### config.mk
export PLATFORM = sky130hd
export DESIGN_NAME = blink_engine
export DESIGN_NICKNAME = d
export VERILOG_FILES = /design/src/rtl/blinker_pkg.sv /design/src/rtl/blink_phase_gen.sv /design/src/rtl/blink_engine.sv
export SDC_FILE = /design/constraint.sdc
export NUM_CORES = 1
export LEC_CHECK = 0
export BUFFER_PORTS_ARGS = -buffer_cell sky130_fd_sc_hd__buf_4
export CORE_AREA = 4 4 41 43
export CTS_CLUSTER_DIAMETER = 50
export DETAILED_ROUTE_END_ITERATION = 12
export DIE_AREA = 0 0 45 47
export PLACE_DENSITY = 0.47
export SYNTH_ARGS = -nofsm -noshare
export SYNTH_HDL_FRONTEND = slang
export SYNTH_SLANG_ARGS = --single-unit
### constraint.sdc
create_clock -name clk -period 1.38 [get_ports clk]
set_input_delay 0.138 -clock clk [delete_from_list [all_inputs] [get_ports clk]]
set_output_delay 0.138 -clock clk [all_outputs]
set_load 0.05 [all_outputs]
### src/rtl/blinker_pkg.sv
// Shared definitions for the digit blink engine: per-group mode codes,
// the mode field width, and the mode-to-visibility decode helper.
package blinker_pkg;

    localparam int BLINK_MODE_W = 2;

    typedef enum logic [BLINK_MODE_W-1:0] {
        BLINK_MODE_STEADY = 2'b00,
        BLINK_MODE_BLINK  = 2'b01,
        BLINK_MODE_OFF    = 2'b10,
        BLINK_MODE_FAST   = 2'b11
    } blink_mode_e;

    // Visibility of one group for the current phase windows.
    function automatic logic mode_lit(
        input blink_mode_e m,
        input logic        slow_on,
        input logic        fast_on
    );
        logic lit;
        lit = 1'b0;
        unique case (m)
            BLINK_MODE_STEADY: lit = 1'b1;
            BLINK_MODE_BLINK:  lit = slow_on;
            BLINK_MODE_OFF:    lit = 1'b0;
            BLINK_MODE_FAST:   lit = fast_on;
        endcase
        return lit;
    endfunction

endpackage

### src/rtl/blink_phase_gen.sv
// Blink phase counter: advances on tick_en, restarts on kick, and derives
// the slow and fast visibility windows from the current phase.
// Ports: clk, reset_n (async, active-low), tick_en, kick -> slow_on, fast_on.
// Macro BLINK_ENGINE_FAST_MODE_EN builds the double-rate window; without it
// fast_on simply follows slow_on so FAST behaves as BLINK.
module blink_phase_gen #(
    parameter  int PERIOD_TICKS = 8,
    parameter  int ON_TICKS     = 4,
    localparam int PH_W         = $clog2(PERIOD_TICKS)
) (
    input  logic clk,
    input  logic reset_n,
    input  logic tick_en,
    input  logic kick,
    output logic slow_on,
    output logic fast_on
);
    import blinker_pkg::*;

    localparam logic [PH_W-1:0] PH_ONE  = PH_W'(1);
    localparam logic [PH_W-1:0] PH_LAST = PH_W'(PERIOD_TICKS - 1);
    localparam logic [PH_W-1:0] ON_LIM  = PH_W'(ON_TICKS);

    logic [PH_W-1:0] ph;

    // kick wins over tick_en so a restart never loses to a coincident tick
    always_ff @(posedge clk or negedge reset_n) begin
        if (!reset_n) begin
            ph <= '0;
        end else if (kick) begin
            ph <= '0;
        end else if (tick_en) begin
            ph <= (ph == PH_LAST) ? '0 : ph + PH_ONE;
        end
    end

    assign slow_on = (ph < ON_LIM);

`ifdef BLINK_ENGINE_FAST_MODE_EN
    localparam logic [PH_W-1:0] HALF    = PH_W'(PERIOD_TICKS / 2);
    localparam logic [PH_W-1:0] FAST_ON = PH_W'(ON_TICKS / 2);

    // ph never reaches PERIOD_TICKS, so one conditional subtract is the
    // full modulo by half a period
    logic [PH_W-1:0] ph_half;

    assign ph_half = (ph >= HALF) ? ph - HALF : ph;
    assign fast_on = (ph_half < FAST_ON);
`else
    assign fast_on = slow_on;
`endif

endmodule

### src/rtl/blink_engine.sv
// Grouped digit blink engine: per-group mode (steady/blink/off/fast) drives
// a registered per-digit enable mask plus a registered slow-phase flag.
// Ports: clk, reset_n (async, active-low), tick_en, kick,
//        mode[2*NUM_GROUPS-1:0] -> digit_en[NUM_DIGITS-1:0], blink_phase.
// Macro BLINK_ENGINE_FAST_MODE_EN enables the FAST mode window; otherwise
// mode 11 behaves like BLINK.
module blink_engine #(
    parameter  int NUM_DIGITS   = 6,
    parameter  int GROUP_SIZE   = 2,
    parameter  int PERIOD_TICKS = 8,
    parameter  int ON_TICKS     = 4,
    localparam int NUM_GROUPS   = NUM_DIGITS / GROUP_SIZE
) (
    input  logic                    clk,
    input  logic                    reset_n,
    input  logic                    tick_en,
    input  logic                    kick,
    input  logic [2*NUM_GROUPS-1:0] mode,
    output logic [NUM_DIGITS-1:0]   digit_en,
    output logic                    blink_phase
);
    import blinker_pkg::*;

    if (NUM_DIGITS % GROUP_SIZE != 0) begin : g_bad_group
        $error("blink_engine: NUM_DIGITS must be a multiple of GROUP_SIZE");
    end
    if ((PERIOD_TICKS % 2 != 0) || (ON_TICKS % 2 != 0)) begin : g_bad_even
        $error("blink_engine: PERIOD_TICKS and ON_TICKS must be even");
    end
    if (ON_TICKS >= PERIOD_TICKS) begin : g_bad_on
        $error("blink_engine: ON_TICKS must be below PERIOD_TICKS");
    end
    if ((PERIOD_TICKS < 4) || (ON_TICKS < 2)) begin : g_bad_min
        $error("blink_engine: PERIOD_TICKS >= 4 and ON_TICKS >= 2 required");
    end

    logic                  slow_on;
    logic                  fast_on;
    logic [NUM_GROUPS-1:0] group_lit;
    logic [NUM_DIGITS-1:0] digit_nxt;

    blink_phase_gen #(
        .PERIOD_TICKS (PERIOD_TICKS),
        .ON_TICKS     (ON_TICKS)
    ) u_phase (
        .clk     (clk),
        .reset_n (reset_n),
        .tick_en (tick_en),
        .kick    (kick),
        .slow_on (slow_on),
        .fast_on (fast_on)
    );

    always_comb begin
        group_lit = '0;
        for (int g = 0; g < NUM_GROUPS; g++) begin
            group_lit[g] = mode_lit(
                blink_mode_e'(mode[BLINK_MODE_W*g +: BLINK_MODE_W]),
                slow_on, fast_on);
        end
    end

    always_comb begin
        digit_nxt = '0;
        for (int d = 0; d < NUM_DIGITS; d++) begin
            digit_nxt[d] = group_lit[d / GROUP_SIZE];
        end
    end

    always_ff @(posedge clk or negedge reset_n) begin
        if (!reset_n) begin
            digit_en    <= '0;
            blink_phase <= 1'b0;
        end else begin
            digit_en    <= digit_nxt;
            blink_phase <= slow_on;
        end
    end

endmodule

After elaboration in Yosys (flattened, before gate mapping)

Cells that the tools add are included.

Bits in registers: 9
Bits in latches: 0
Memory bits (writable): 0
Bits in read-only memories: 0
Bits of input ports: 10
Output and inout port bits: 7
Word-level logic and storage cells: 28
Memories: 0

Add/sub/neg operators: 1
Multiply operators: 0
Div/mod/pow operators: 0
Order comparisons: 1
Equality and inequality tests: 10
Shift operators: 0
Multiplexer cells: 6
Bitwise gates (word level): 0
Reduce and logical (&&, ||, !) cells: 7

Operators with widths:

| kind                                                                  | number |
|---|---|
| 2-bit equality test, second input constant                            | 6 |
| 3-bit 2-to-1 mux                                                      | 3 |
| 1-bit case mux with 3 select lines                                    | 3 |
| 2-bit by 1-bit equality test with 1-bit output, second input constant | 3 |
| 2-bit logical NOT                                                     | 3 |
| 2-bit OR reduction                                                    | 3 |
| 3-bit by 1-bit adder with 3-bit output, second input constant         | 1 |
| 3-bit equality test, second input constant                            | 1 |
| 3-bit < comparator, second input constant                             | 1 |
| 2-bit nonzero test                                                    | 1 |

Logic depth before layout (Yosys ltp)

Gate-level depths: netlist of the first run.

Depth in word-level cells: 4
Depth in mapped cells: 4
Mapped depth without buffers: 4

Cells and area by module

Synthesis of the first run repeated with hierarchy kept, for this count alone.

Cells, all modules: 30
Area, all modules: 332.8 sq um

By module, submodules not included:

| module          | times used | cells each | area an instance (sq um) | seq. area each (sq um) |
|---|---|---|---|---|
| blink_engine    | 1          | 16         | 170.2                    | 100.1 |
| blink_phase_gen | 1          | 14         | 162.7                    | 75.1 |

Worst setup path before layout of the first run

OpenSTA, ideal clock, no wires.

Path kind: register -> register
Start: register u_phase.ph[0]
End: register u_phase.ph[0]
Library setup time: 73 ps
Arrival time: 1,234 ps
Data required time: 1,307 ps
Slack: 73 ps
Stages on the path, launching flop included: 5
Path buffers: 0
Clock period less this slack: 1,307 ps
Cells stage by stage: dfrtp_1 > ha_1 > ha_1 > or3b_1 > a21oi_2

Word-level cells in the longest chain between the ends: 4
Elaborated cells on any way between the ends: 5
Those cells by class: add/sub: 1; eq/ne: 1; mux: 3

Ends and longest elaborated chain:

| what                                                                                 | line                  | source |
|---|---|---|
| from (decl)                                                                          | blink_phase_gen.sv:24 | `logic [PH_W-1:0] ph;` |
| from (signal assigned)                                                               | blink_phase_gen.sv:33 | `ph <= (ph == PH_LAST) ? '0 : ph + PH_ONE;` |
| 3-bit by 1-bit adder with 3-bit output / 3-bit equality test (equally long branches) | blink_phase_gen.sv:33 |  |
| 3-bit 2-to-1 mux (*)                                                                 | blink_phase_gen.sv:33 |  |
| 3-bit 2-to-1 mux (*)                                                                 | blink_phase_gen.sv:32 | `end else if (tick_en) begin` |
| 3-bit 2-to-1 mux (*)                                                                 | blink_phase_gen.sv:30 | `end else if (kick) begin` |

Every way passes the cells marked *; elsewhere a longest branch is shown, timed or not. The select of a mux whose other input is x is not followed.
A chain may end at the register's enable or synchronous reset.

Worst setup path after layout of the first run

Same ends and word-level chain as after synthesis.

==> results of run 1 <==
worst max-delay path, stage by stage (launching register included):
cell and delay (ns):
dfrtp_1 0.38, ha_1 0.21, ha_2 0.17, or3b_1 0.36, a21oi_2 0.13
state kept, by name, summed over array words and instances, names as in the netlist:
signal	cells
u_phase.ph	3
digit_en	3
blink_phase	1
per-layer routing:
metal  part of all wire  wire (um)  up-vias  GRT usage
met2               0.53        375       16      0.153
met3               0.13         95        3     0.0345
met4              0.042         30        0     0.0877
li1                   -          -      118          -
met5                  0          0        -          0
met1               0.29        205      122     0.0561
worst min path at each step:
| stage | from | endpoint | slack (ns) | cells after the start |
|---|---|---|---|---|
| after floorplan | reset_n | blink_phase | -0.16 | 0 |
| after global placement | reset_n | blink_phase | -0.05 | 1 |
| after detailed placement | reset_n | u_phase.ph[2] | -0.04 | 1 |
| after CTS | kick | u_phase.ph[0] | 0.04 | 2 |
| after global routing | kick | u_phase.ph[0] | 0.04 | 2 |
| final | mode[3] | digit_en[3] | 0.04 | 2 |
repair_timing:
action                     4_1_cts  5_1_grt
setup endpoints to repair        1        1
hold endpoints to repair         7        0
resized for setup                0        1
cloned                           0        0
hold buffers                     1        0
buffers inserted                 1        0
pin swaps                        1        1
cells in the mapped netlist:
cell type / number / area [sq um]
mux2i_1: 4 / 40.0
ha_1: 2 / 25.0
nor2_1: 1 / 3.75
inv_1: 1 / 3.75
nand2b_1: 2 / 12.5
nand3b_1: 1 / 7.51
a21oi_1: 1 / 5.00
dfrtp_1: 7 / 175
or3b_1: 1 / 8.76
a21oi_2: 1 / 8.76
buf_4: 3 / 22.5
where the power goes:
| part | switching, mW | internal [mW] |
|---|---|---|
| Sequential | 0.00532 | 0.215 |
| Combinational | 0.0607 | 0.0456 |
| Clock | 0.0838 | 0.111 |
| Total | 0.150 | 0.372 |
cells by family after synthesis:
kind of cell,share of synthesized area
flip-flops,0.560
adder cells (fa/ha/maj),0.0800
AND/OR/NAND/NOR,0.104
multiplexers,0.128
AO/OA/AOI/OAI,0.0440
buffers and inverters,0.0840
through the flow:
stage	setup TNS, ns	power [mW]
after floorplan	0	0.285
after global placement	0	0.324
after global routing	0	0.543
after CTS	0	0.529
after detailed placement	-0.0194	0.326
final	0	0.521
layout make-up:
class | instances | area [sq um]
clock buffer | 4 | 26.3
fill | 148 | 818
inverter | 1 | 3.75
multi-input combinational | 13 | 114
sequential | 7 | 175
tap | 15 | 18.8
timing repair buffer | 19 | 145
==> results.toml, run 1 <==
[sta]
drv_slew = 0
rsz0062_at_grt = "false"
worst_pin_slew_ns = 0.142
hold_viol_final = 0
fin_skew_ns = 0.00358
period_needed_ns = 1.32
slew_headroom = 0.903
fmax_ghz = 0.759
finalSetupViolCount = 0
setup_ws_ns = 0.0633
fin_hold_ws_ns = 0.0450
period_share = 0.954

[detailed_routing]
drc = 0
detail-route-antenna-nets = 0
wl_um = 706
via_count = 259
viasPerCell = 4.39
drt_iter0_drc = 0
dr.pass1.iters = 1
wl_per_cell_um = 12.0

[clocking]
clock_latency_ns = 0.26
cts.clk_slew.worst_paths_ns = 0.06
cts_root_buffer = "clkbuf_4"
cts_made_buffers = 3
cts_max_level = 1
clock_path_buffers = 2
clock-sinks = 7
cts_tree = "built"

[placement]
gp_congestion = 0.698
place_ws_ns = -0.0194
dpl.cell_count = 53
numPortBuffers = 16
post_dp_cell_area_sq_um = 437

[grt]
grt_pass1_vias = 284
overflow = 0
track_usage = 0.0813
grt_start_max_net_pins = 8
grt_pass1_wl_um = 1120
antenna_found_initial = 0

[outcome]
status = "finished, final reports clean"

[layout]
fin_util = 0.371
final_design_area_no_fill_sq_um = 483
drive_gt1_frac = 0.523
antenna_cells = 0
nets = 57
stdcell_count = 59
final_cell_mix = "buf_4, dfrtp_1, mux2i_1, clkbuf_4, nand2b_1"
syn_to_final_growth_pct = 54.4
final_common_cell = "buf_4"

[flow_run]
maxCapViolCount = 0

[die]
die_area_sq_um = 2120
row_count = 13
die_w_um = 45
io_pins = 17
die_y_um = 47
start_util = 0.240
placeableCoreArea_sq_um = 1300

[power]
p_leak_nw = 0.239
peakVddDrop_uv = 387
power_density_nw_per_um2 = 1080

[worst_setup_path]
cp_data_required_time_ns = 1.56
reg2reg_to = "u_phase.ph[0]"
r2r_start = "u_phase.ph[0]"
reg2reg_slack_ns = 0.06
worstPathMaxFanout = 2
cp_data_arrival_time_ns = 1.50
crit_start = "u_phase.ph[0]"
crit_end = "u_phase.ph[0]"
endpoint_kind = "register"
path_class = "reg -> reg"
cp-start-kind = "register"
reg2reg_depth = 4

[synth]
synthesis.nets = 36
netlist_instances = 24
synth_cell_types = 11
synth_warnings = 0
ys_seq_area_frac = 0.560
synth-seq-cells = 7
syn_area_sq_um = 313
synth_area_per_cell_sq_um = 13.0

[worst_hold_path]
hp-class = "in -> reg"
Note: power is estimated with default switching activity, not from simulation.
==> inputs of run 2 (changes only) <==
==> constraint.sdc (replaced) <==
create_clock -name clk -period 1.38 [get_ports clk]
set_input_delay 0.069 -clock clk [delete_from_list [all_inputs] [get_ports clk]]
set_output_delay 0.069 -clock clk [all_outputs]
set_load 0.05 [all_outputs]
==> results.toml, run 2 (same netlist as run 1, synthesis figures left out) <==
[layout]
fin_util = 0.417
stdcell_count = 65
largestRegisters = "digit_en (3), u_phase.ph (3), blink_phase (1)"
drive_gt1_frac = 0.460
antenna_cells = 0
final_common_cell = "buf_4"
fill_cells = 148
final_cell_mix = "buf_4, dfrtp_1, dlygate4sd3_1, mux2i_1, clkbuf_4"
nets = 63
syn_to_final_growth_pct = 73.6

[die]
die_w_um = 45
io_pins = 17
placeableCoreArea_sq_um = 1300
row_count = 13
die_y_um = 47
die_area_sq_um = 2120
start_util = 0.240

[grt]
grt_start_max_net_pins = 8
grt_pass1_vias = 296
overflow = 0
track_usage = 0.0845
grt_pass1_wl_um = 1170
antenna_found_initial = 0

[sta]
fin_skew_ns = 0.00358
fin_hold_ws_ns = 0.0127
period_needed_ns = 1.32
drv_slew = 0
setup_ws_ns = 0.0633
rsz0062_at_grt = "false"
worst_pin_slew_ns = 0.141
fmax_ghz = 0.759
finalSetupViolCount = 0
period_share = 0.954
hold_viol_final = 0
slew_headroom = 0.904

[detailed_routing]
wl_um = 743
detail-route-antenna-nets = 0
drt_iter0_drc = 0
via_count = 279
wl_per_cell_um = 11.4
dr.pass1.iters = 1
viasPerCell = 4.29
drc = 0

[worst_setup_path]
cp_data_required_time_ns = 1.56
max_stage_delay_ns = 0.38
path_class = "reg -> reg"
endpoint_kind = "register"
worstPathMaxFanout = 2
crit_chain = "ha_1 -> ha_2 -> or3b_1 -> a21oi_2"
slowest_stage = "dfrtp_1"
cp-start-kind = "register"
cp_data_arrival_time_ns = 1.50

[clocking]
cts_made_buffers = 3
clock-sinks = 7
cts_max_level = 1
clock_latency_ns = 0.26
clock_path_buffers = 2
cts_tree = "built"
cts_root_buffer = "clkbuf_4"
cts.clk_slew.worst_paths_ns = 0.05

[placement]
place_ws_ns = -0.0194
numPortBuffers = 16
dpl.cell_count = 53
gp_congestion = 0.698

[power]
peakVddDrop_uv = 422
p_leak_nw = 0.261
power.total_mw = 0.535
power_density_nw_per_um2 = 986

[outcome]
status = "finished, final reports clean"

[flow_run]
maxCapViolCount = 0

[worst_hold_path]
hp-class = "in -> reg"
## run 2: power breakdown
group / leakage, nW / internal [mW] / switching, mW / total (mW)
sequential: 0.0802 / 0.215 / 0.00539 / 0.221
clock: 0.0150 / 0.111 / 0.0837 / 0.195
combinational: 0.166 / 0.0570 / 0.0632 / 0.120
## run 2: cell type report
class                      instances  area (sq um)  share of cell area
timing repair buffer              25           205               0.378
inverter                           1          3.75             0.00691
multi-input combinational         13           114               0.210
tap                               15          18.8              0.0346
clock buffer                       4          26.3              0.0484
sequential                         7           175               0.323
## run 2: path summary, 6_finish.rpt
check | start | endpoint | slack (ns) | cells past startpoint
setup / recovery | u_phase.ph[0] | u_phase.ph[0] | 0.06 | 4
hold / removal | mode[4] | digit_en[4] | 0.01 | 2
setup reg to reg | u_phase.ph[0] | u_phase.ph[0] | 0.06 | 4
hold reg to reg | u_phase.ph[1] | u_phase.ph[1] | 0.56 | 2
max in group asynchronous | reset_n | digit_en[4] | 1.10 | 2
min in group asynchronous | reset_n | u_phase.ph[2] | 0.15 | 2
## run 2: per-stage QoR
step,TNS (ns),area (sq um)
3_3_place_gp,0,437
5_1_grt,0,543
2_1_floorplan,0,313
6_report,0,543
4_1_cts,0,541
3_5_place_dp,-0.0194,437
## run 2: per-layer routing
layer / vias to the layer above / share of wire / GRT usage
met5: - / 0 / 0
met4: 0 / 0.040 / 0.0877
met3: 3 / 0.13 / 0.0307
met2: 16 / 0.52 / 0.158
met1: 130 / 0.30 / 0.0631
li1: 130 / - / -
## run 2: worst max-delay path: cells and delay by family (launching register included)
kind / cells / cell delay, ns
adder cells (fa/ha/maj): 2 / 0.38
AND/OR/NAND/NOR: 1 / 0.36
flip-flops: 1 / 0.38
AO/OA/AOI/OAI: 1 / 0.13
## run 2: repair_timing
item                                    4_1_cts  5_1_grt
buffers inserted                              1        0
hold buffers                                  7        0
pin swaps                                     1        1
gates resized for setup                       0        1
endpoints found under the setup margin        1        1
endpoints found under the hold margin        13        0
